[src/rtl/fetch_seq.sv]
// Instruction fetch sequencer: issues one memory read per fetch request,
// waits (bounded) for read data, then strobes the word into the IR.
module fetch_seq #(
  parameter logic [31:0] RESET_PC = 32'h0000_0000,
  parameter int unsigned TIMEOUT  = 16
) (
  input  logic        clk,
  input  logic        reset,
  input  logic        fetch_start,
  input  logic        pc_load,
  input  logic [31:0] pc_load_val,
  input  logic        fault_clear,
  input  logic [31:0] mem_rdata,
  input  logic        mem_ready,
  output logic        mem_req,
  output logic [31:0] mem_addr,
  output logic [31:0] RD,
  output logic [31:0] PC,
  output logic        IRWrite,
  output logic        busy,
  output logic        done,
  output logic        fault
);

  localparam int unsigned      CNT_W   = 8;
  localparam logic [CNT_W-1:0] TO_LAST = CNT_W'(TIMEOUT - 1);

  typedef enum logic [2:0] {
    S_IDLE  = 3'd0,
    S_REQ   = 3'd1,
    S_WAIT  = 3'd2,
    S_CAPT  = 3'd3,
    S_FAULT = 3'd4
  } state_e;

  state_e           state_q, state_d;
  logic [31:0]      pc_q, pc_d;
  logic [31:0]      rd_q, rd_d;
  logic [CNT_W-1:0] cnt_q, cnt_d;

  // State, PC, instruction word and wait counter registers
  always_ff @(posedge clk) begin
    if (reset) begin
      state_q <= S_IDLE;
      pc_q    <= RESET_PC;
      rd_q    <= '0;
      cnt_q   <= '0;
    end else begin
      state_q <= state_d;
      pc_q    <= pc_d;
      rd_q    <= rd_d;
      cnt_q   <= cnt_d;
    end
  end

  // Next-state logic; PC only moves on redirect in IDLE or after a capture
  always_comb begin
    state_d = state_q;
    pc_d    = pc_q;
    rd_d    = rd_q;
    cnt_d   = cnt_q;
    case (state_q)
      S_IDLE: begin
        if (pc_load) begin
          pc_d = pc_load_val;
        end else if (fetch_start) begin
          // A misaligned PC faults before any memory traffic is generated
          state_d = (pc_q[1:0] != 2'b00) ? S_FAULT : S_REQ;
        end
      end
      S_REQ: begin
        cnt_d   = '0;
        state_d = S_WAIT;
      end
      S_WAIT: begin
        if (mem_ready) begin
          rd_d    = mem_rdata;
          state_d = S_CAPT;
        end else if (cnt_q == TO_LAST) begin
          state_d = S_FAULT;
        end else begin
          cnt_d = cnt_q + CNT_W'(1);
        end
      end
      S_CAPT: begin
        pc_d    = pc_q + 32'd4;
        state_d = S_IDLE;
      end
      S_FAULT: begin
        if (fault_clear) state_d = S_IDLE;
      end
      default: state_d = S_IDLE;
    endcase
  end

  // Strobes decode registered state only, never same-cycle inputs
  assign mem_req  = (state_q == S_REQ) || (state_q == S_WAIT);
  assign IRWrite  = (state_q == S_CAPT);
  assign done     = (state_q == S_CAPT);
  assign busy     = (state_q != S_IDLE) && (state_q != S_FAULT);
  assign fault    = (state_q == S_FAULT);
  assign mem_addr = pc_q;
  assign PC       = pc_q;
  assign RD       = rd_q;

endmodule
[config.mk]
export PLATFORM = sky130hd
export DESIGN_NAME = fetch_seq
export DESIGN_NICKNAME = d
export VERILOG_FILES = /design/src/rtl/fetch_seq.sv
export SDC_FILE = /design/constraint.sdc
export NUM_CORES = 1
export LEC_CHECK = 0
export CORE_ASPECT_RATIO = 1.5
export CORE_UTILIZATION = 45
export CTS_CLUSTER_SIZE = 28
export DETAILED_ROUTE_END_ITERATION = 8
export PLACE_DENSITY_LB_ADDON = 0.15
export SLEW_MARGIN = 20
export SYNTH_ARGS = -nofsm -noshare
export SYNTH_HDL_FRONTEND = slang
export SYNTH_SLANG_ARGS = --single-unit
[constraint.sdc]
create_clock -name clk -period 5.4 [get_ports clk]
set_clock_uncertainty 0.2 [all_clocks]
set_input_delay 0.54 -clock clk [delete_from_list [all_inputs] [get_ports clk]]
set_output_delay 0.54 -clock clk [all_outputs]
set_load 0.01 [all_outputs]
* Word-level counts from Yosys, hierarchy flattened *
Index checks and enable logic that the tools add are counted.

operators by class
  bitwise operators = 0
  $mul = 0
  muxes and demuxes = 12
  div/mod/pow operators = 0
  magnitude comparators = 0
  equality and inequality tests = 13
  add/subtract/negate cells = 2
  shift-type cells = 0
  reductions and logical operators = 11

operators by type and width
  cell                                                              count
  32-bit case mux with 2 select lines                               1
  32-bit by 3-bit adder with 32-bit output (second input constant)  1
  32-bit 2-to-1 mux                                                 1
  3-bit 2-to-1 mux                                                  6
  8-bit 2-to-1 mux                                                  2
  8-bit case mux with 2 select lines                                1
  2-bit inequality test (second input constant)                     6
  3-bit case mux with 4 select lines                                1
  8-bit by 1-bit adder with 8-bit output (second input constant)    1
  8-bit by 4-bit == test with 1-bit output (second input constant)  1
  3-bit by 2-bit == test with 1-bit output (second input constant)  2
  3-bit inequality test (second input constant)                     2
  2-bit nonzero test                                                3
  2-bit AND reduction                                               2
  4-bit AND reduction                                               1
  3-bit by 1-bit == test with 1-bit output (second input constant)  1
  3-bit == test (second input constant)                             1
  3-bit zero test                                                   1
  3-bit AND reduction                                               1
  3-bit nonzero test                                                1
  1-bit logical AND                                                 1
  1-bit logical OR                                                  1

word-level totals
  input port bits = 70
  bits in latches = 0
  memories = 0
  ROM bits = 0
  logic and storage cells = 42
  bits in writable memories = 0
  output and inout port bits = 101
  register bits = 75

* Longest topological paths before layout *
  depth in word-level cells = 5
  depth in mapped cells = 8
  mapped depth without buffers = 6

* Least setup slack after synthesis *
Ideal clock, no wire load.

  path kind = register to register
  start = register pc_q[13] (netlist: PC[13])
  end = register pc_q[29] (netlist: PC[29])
  cell stages (with the launch flop) = 7
  setup slack = 3,245 ps
  data required time = 5,133 ps
  library setup time = 67 ps
  arrival = 1,888 ps
  buffers on the path = 1
  clock period less this slack = 2,155 ps
  cell sequence = dfxtp_1 > nand4_2 > or3_1 > clkbuf_2 > or4_1 > a21o_1 > a21oi_2

on the way
  word-level cells in the longest chain between the ends = 2

RTL lines
  element                                   line  text
  start: declaration                        37    logic [31:0] pc_q, pc_d;
  start signal: assignment                  50    pc_q <= pc_d;
  32-bit by 3-bit adder with 32-bit output  86    pc_d = pc_q + 32'd4;
  32-bit case mux with 2 select lines       62    case (state_q)

No other way between the ends.
A chain may end at the register's enable or synchronous reset.

* Worst setup path in the final report *
  start = register state_q[1]
  end = register pc_q[23] (netlist: PC[23])

on the way
  word-level cells in the longest chain between the ends = 3
  elaborated cells between the ends (all ways) = 6

RTL lines
  element                                                                             line  text
  start: declaration                                                                  36    state_e state_q, state_d;
  start signal: assignment                                                            49    state_q <= state_d;
  3-bit by 2-bit == test with 1-bit output / 3-bit zero test (equally long branches)  62
  2-bit nonzero test (no line) / 2-bit inequality test (equally long branches)        n/a
  2-bit AND reduction (no line)                                                       n/a

Parallel ways exist; a longest one is shown, timed or not.

==> run metrics <==
Critical Path Start Type=flip-flop; fmax=339 MHz; drt wl/cell=15.8 um; hold_buf cts=0; CP endpoint kind=flip-flop; H-tree lvl count=3; final instance area=approximately 5600 um2; All-Layer GR Usage=between 20% and 30%; final period utilization=about 55%; CTS tree=built; Slew headroom=~52%; sequential cell area fraction in the yosys report=between 30% and 40%; CP required=around 5.5 ns; Post-Syn Area=~3800 um2; P_sw=about 0.8 mW; root buffer selected by CTS=clkbuf_16; VDD IR max=roughly 260 uV; Comb power frac=between 30% and 40%; slowest CP cell=dfxtp_1; FFs w/ async S/R, synth=0%; area share of the largest cell type after synthesis=about two fifths; most common cell after layout, fill and taps aside=clkdlybuf4s50_1; worst hold path class=reg2reg; Final Max Slew Viols=0; syn avg cell area=roughly 7.8 um2; RSZ-0062 raised after global routing=false; Setup Buffers After CTS=0; Worst-Margin Slew=slightly above 0.7 ns; initial antenna violation count=0; worst path cell trace=nand3b_4 > inv_1 > nand4_1 > or3_1 > or3_1 > a31oi_1; DP Wirelength=about 8000 um; PwrDens=425 nW/um2; Rows=40; first-pass GRT wire length=between 15000 and 20000 um; DP Worst Slack=between 2 and 3 ns; Main synth FF type=dfxtp_1; WP buf/inv=1; most frequent cells in the layout=clkdlybuf4s50_1 (169), nand2_1 (106), dfxtp_1 (75); GPL Wtd Cong=between 0.8 and 0.9; clock power share=around 31%; Setup Total Neg Slack=0 ns; die area=between 8000 and 9000 um2; Inserted Diodes=0; Sw Ratio=approximately a third; clock period minus worst slack=between 2 and 3 ns; core area=~8000 um2; number of global-route vias before repair=~3800; clk sinks=between 70 and 80; fin nets=about 680; Routed WL=approximately 11000 um; grt met1 use=27.0%; Synthesis Warnings=0; post-route insts no fill=between 700 and 800; leading area contributor after synthesis=dfxtp_1; maxcap violations=0; total leakage power=between 1.5 and 2 nW; synth unique cells=between 50 and 60; die width=76.9 um; cells after synthesis=a little under 500; Synth Register Bits=75; largest cells by area after synthesis=dfxtp_1 (40%), nand2_1 (11%), buf_4 (6.9%); Syn Nets=between 500 and 600; share of post-route cells with drive strength above 1=between 6 and 7%; Ports=~170; Area Growth Syn to Fin=48.5%; largest net degree at the start of global routing=39; sequential group share of total power=around a third; crit-path max cell delay=0.60 ns; crit path DAT=approximately 3 ns; Vias/cell=approximately 5.6; DRT Pass-1 Iters=6; Final setup viols=0; GRT overflow=0; clock latency on the worst-skew pair=0.34 ns; CP max FO=15; chip height=around 110 um; # fillers=roughly 650; Power Internal=1.60 mW; most frequent CP cell=or3_1; outcome=completed; PostCTS Resize Cnt=0; Hold WS=0.253 ns; Final Hold Vio Count=0; DRC Markers=0; Routed Antenna Nets=0; Most Crowded Layer GR=met2; Max Root-Sink Buffers=2; Post-synth EDFFs=0; dpl cell area=about 5300 um2; Vias=~4000; TritonCTS buffer count=9; met3 Resource Use GR=about 6.8%; IO Port Bufs=170; met2 Track Usage GR=between 40% and 50%; final worst setup slack=roughly 2.4 ns; effective utilization at floorplan=a little under half; clk slew on worst S/H paths=around 0.060 ns; Top Family by Delay on Critical Path=simple AND/OR/NAND/NOR gates; CP Class=reg2reg; Inst Count DP=about 700; Iter 0 DRT Violations=roughly 250
-- cells in the mapped netlist (all sizes together), types with 2 or more instances --
cell type  number
o311ai          3
o211ai          5
mux2i           3
nand4          12
inv             5
a22oi           6
and2            2
clkbuf         29
o21ai           8
o22ai           2
ha              2
nand4b          2
a31oi          11
nand3           9
and3           14
xnor2           5
or4             3
nor2           31
nor4            9
a21oi          52
a211oi          4
or2             2
nand2         107
buf            38
a31o            4
mux2            3
or4b            2
a311oi          2
xor2            6
a2bb2oi         3
dfxtp          75
and4            3
nor3            4
or3             8
-- worst paths after layout --
check                           slack (ns)  endpoint  cells after the start        from
worst max-delay path                  2.45    PC[23]                      6  state_q[1]
worst min-delay path                  0.25    RD[21]                      2      RD[21]
worst max register to register        2.45    PC[23]                      6  state_q[1]
worst min register to register        0.25    RD[21]                      2      RD[21]
-- power groups by stage --
stage	clock, mW	combinational [mW]	sequential (mW)
after floorplan	0	0.495	0.789
after global placement	0	0.843	0.806
after detailed placement	0	0.852	0.812
after CTS	0.746	0.858	0.800
after global routing	0.770	0.917	0.820
final	0.737	0.852	0.802
-- worst min-delay path, cell delays in order (launching register included) --
cell and delay [ns]:
dfxtp_1 0.31, nand2_1 0.05, a21oi_1 0.05
-- cells by family (layout without fill, tap and decap cells) --
family | Yosys count | after routing | share of synthesized area (%)
simple gates | 213 | 213 | 27.2
buf+inv | 72 | 194 | 10.7
mux | 6 | 6 | 1.68
xor+xnor | 11 | 11 | 2.54
flops | 75 | 75 | 39.6
compound gates | 107 | 107 | 17.5
fa+ha+maj | 2 | 2 | 0.660
-- routing by layer --
layer  share of wire [%]  wire [um]
met4                 3.7        421
met3                 8.3        933
met2                  52       5800
met5                   0          0
met1                  36       4100
-- metrics by stage --
stage               total power, mW  util, %
global placement               1.65     64.9
global route                   2.51     69.4
finish                         2.39     69.4
detailed placement             1.66     64.9
floorplan                      1.28        -
CTS                            2.40     69.4
-- registers in the layout (all words and copies together), names as in the netlist --
signal   count
cnt_q        8
PC          32
state_q      3
RD          32
-- layout make-up --
class,count,area [um2],area share [%]
Sequential cell,75,1500,26.7
Clock buffer,10,229,4.07
Tap cell,105,131,2.33
Timing Repair Buffer,173,1720,30.5
Clock inverter,6,138,2.45
Multi-Input combinational cell,339,1890,33.6
Inverter,5,18.8,0.333
No activity file was read; power rests on OpenSTA's default activity.
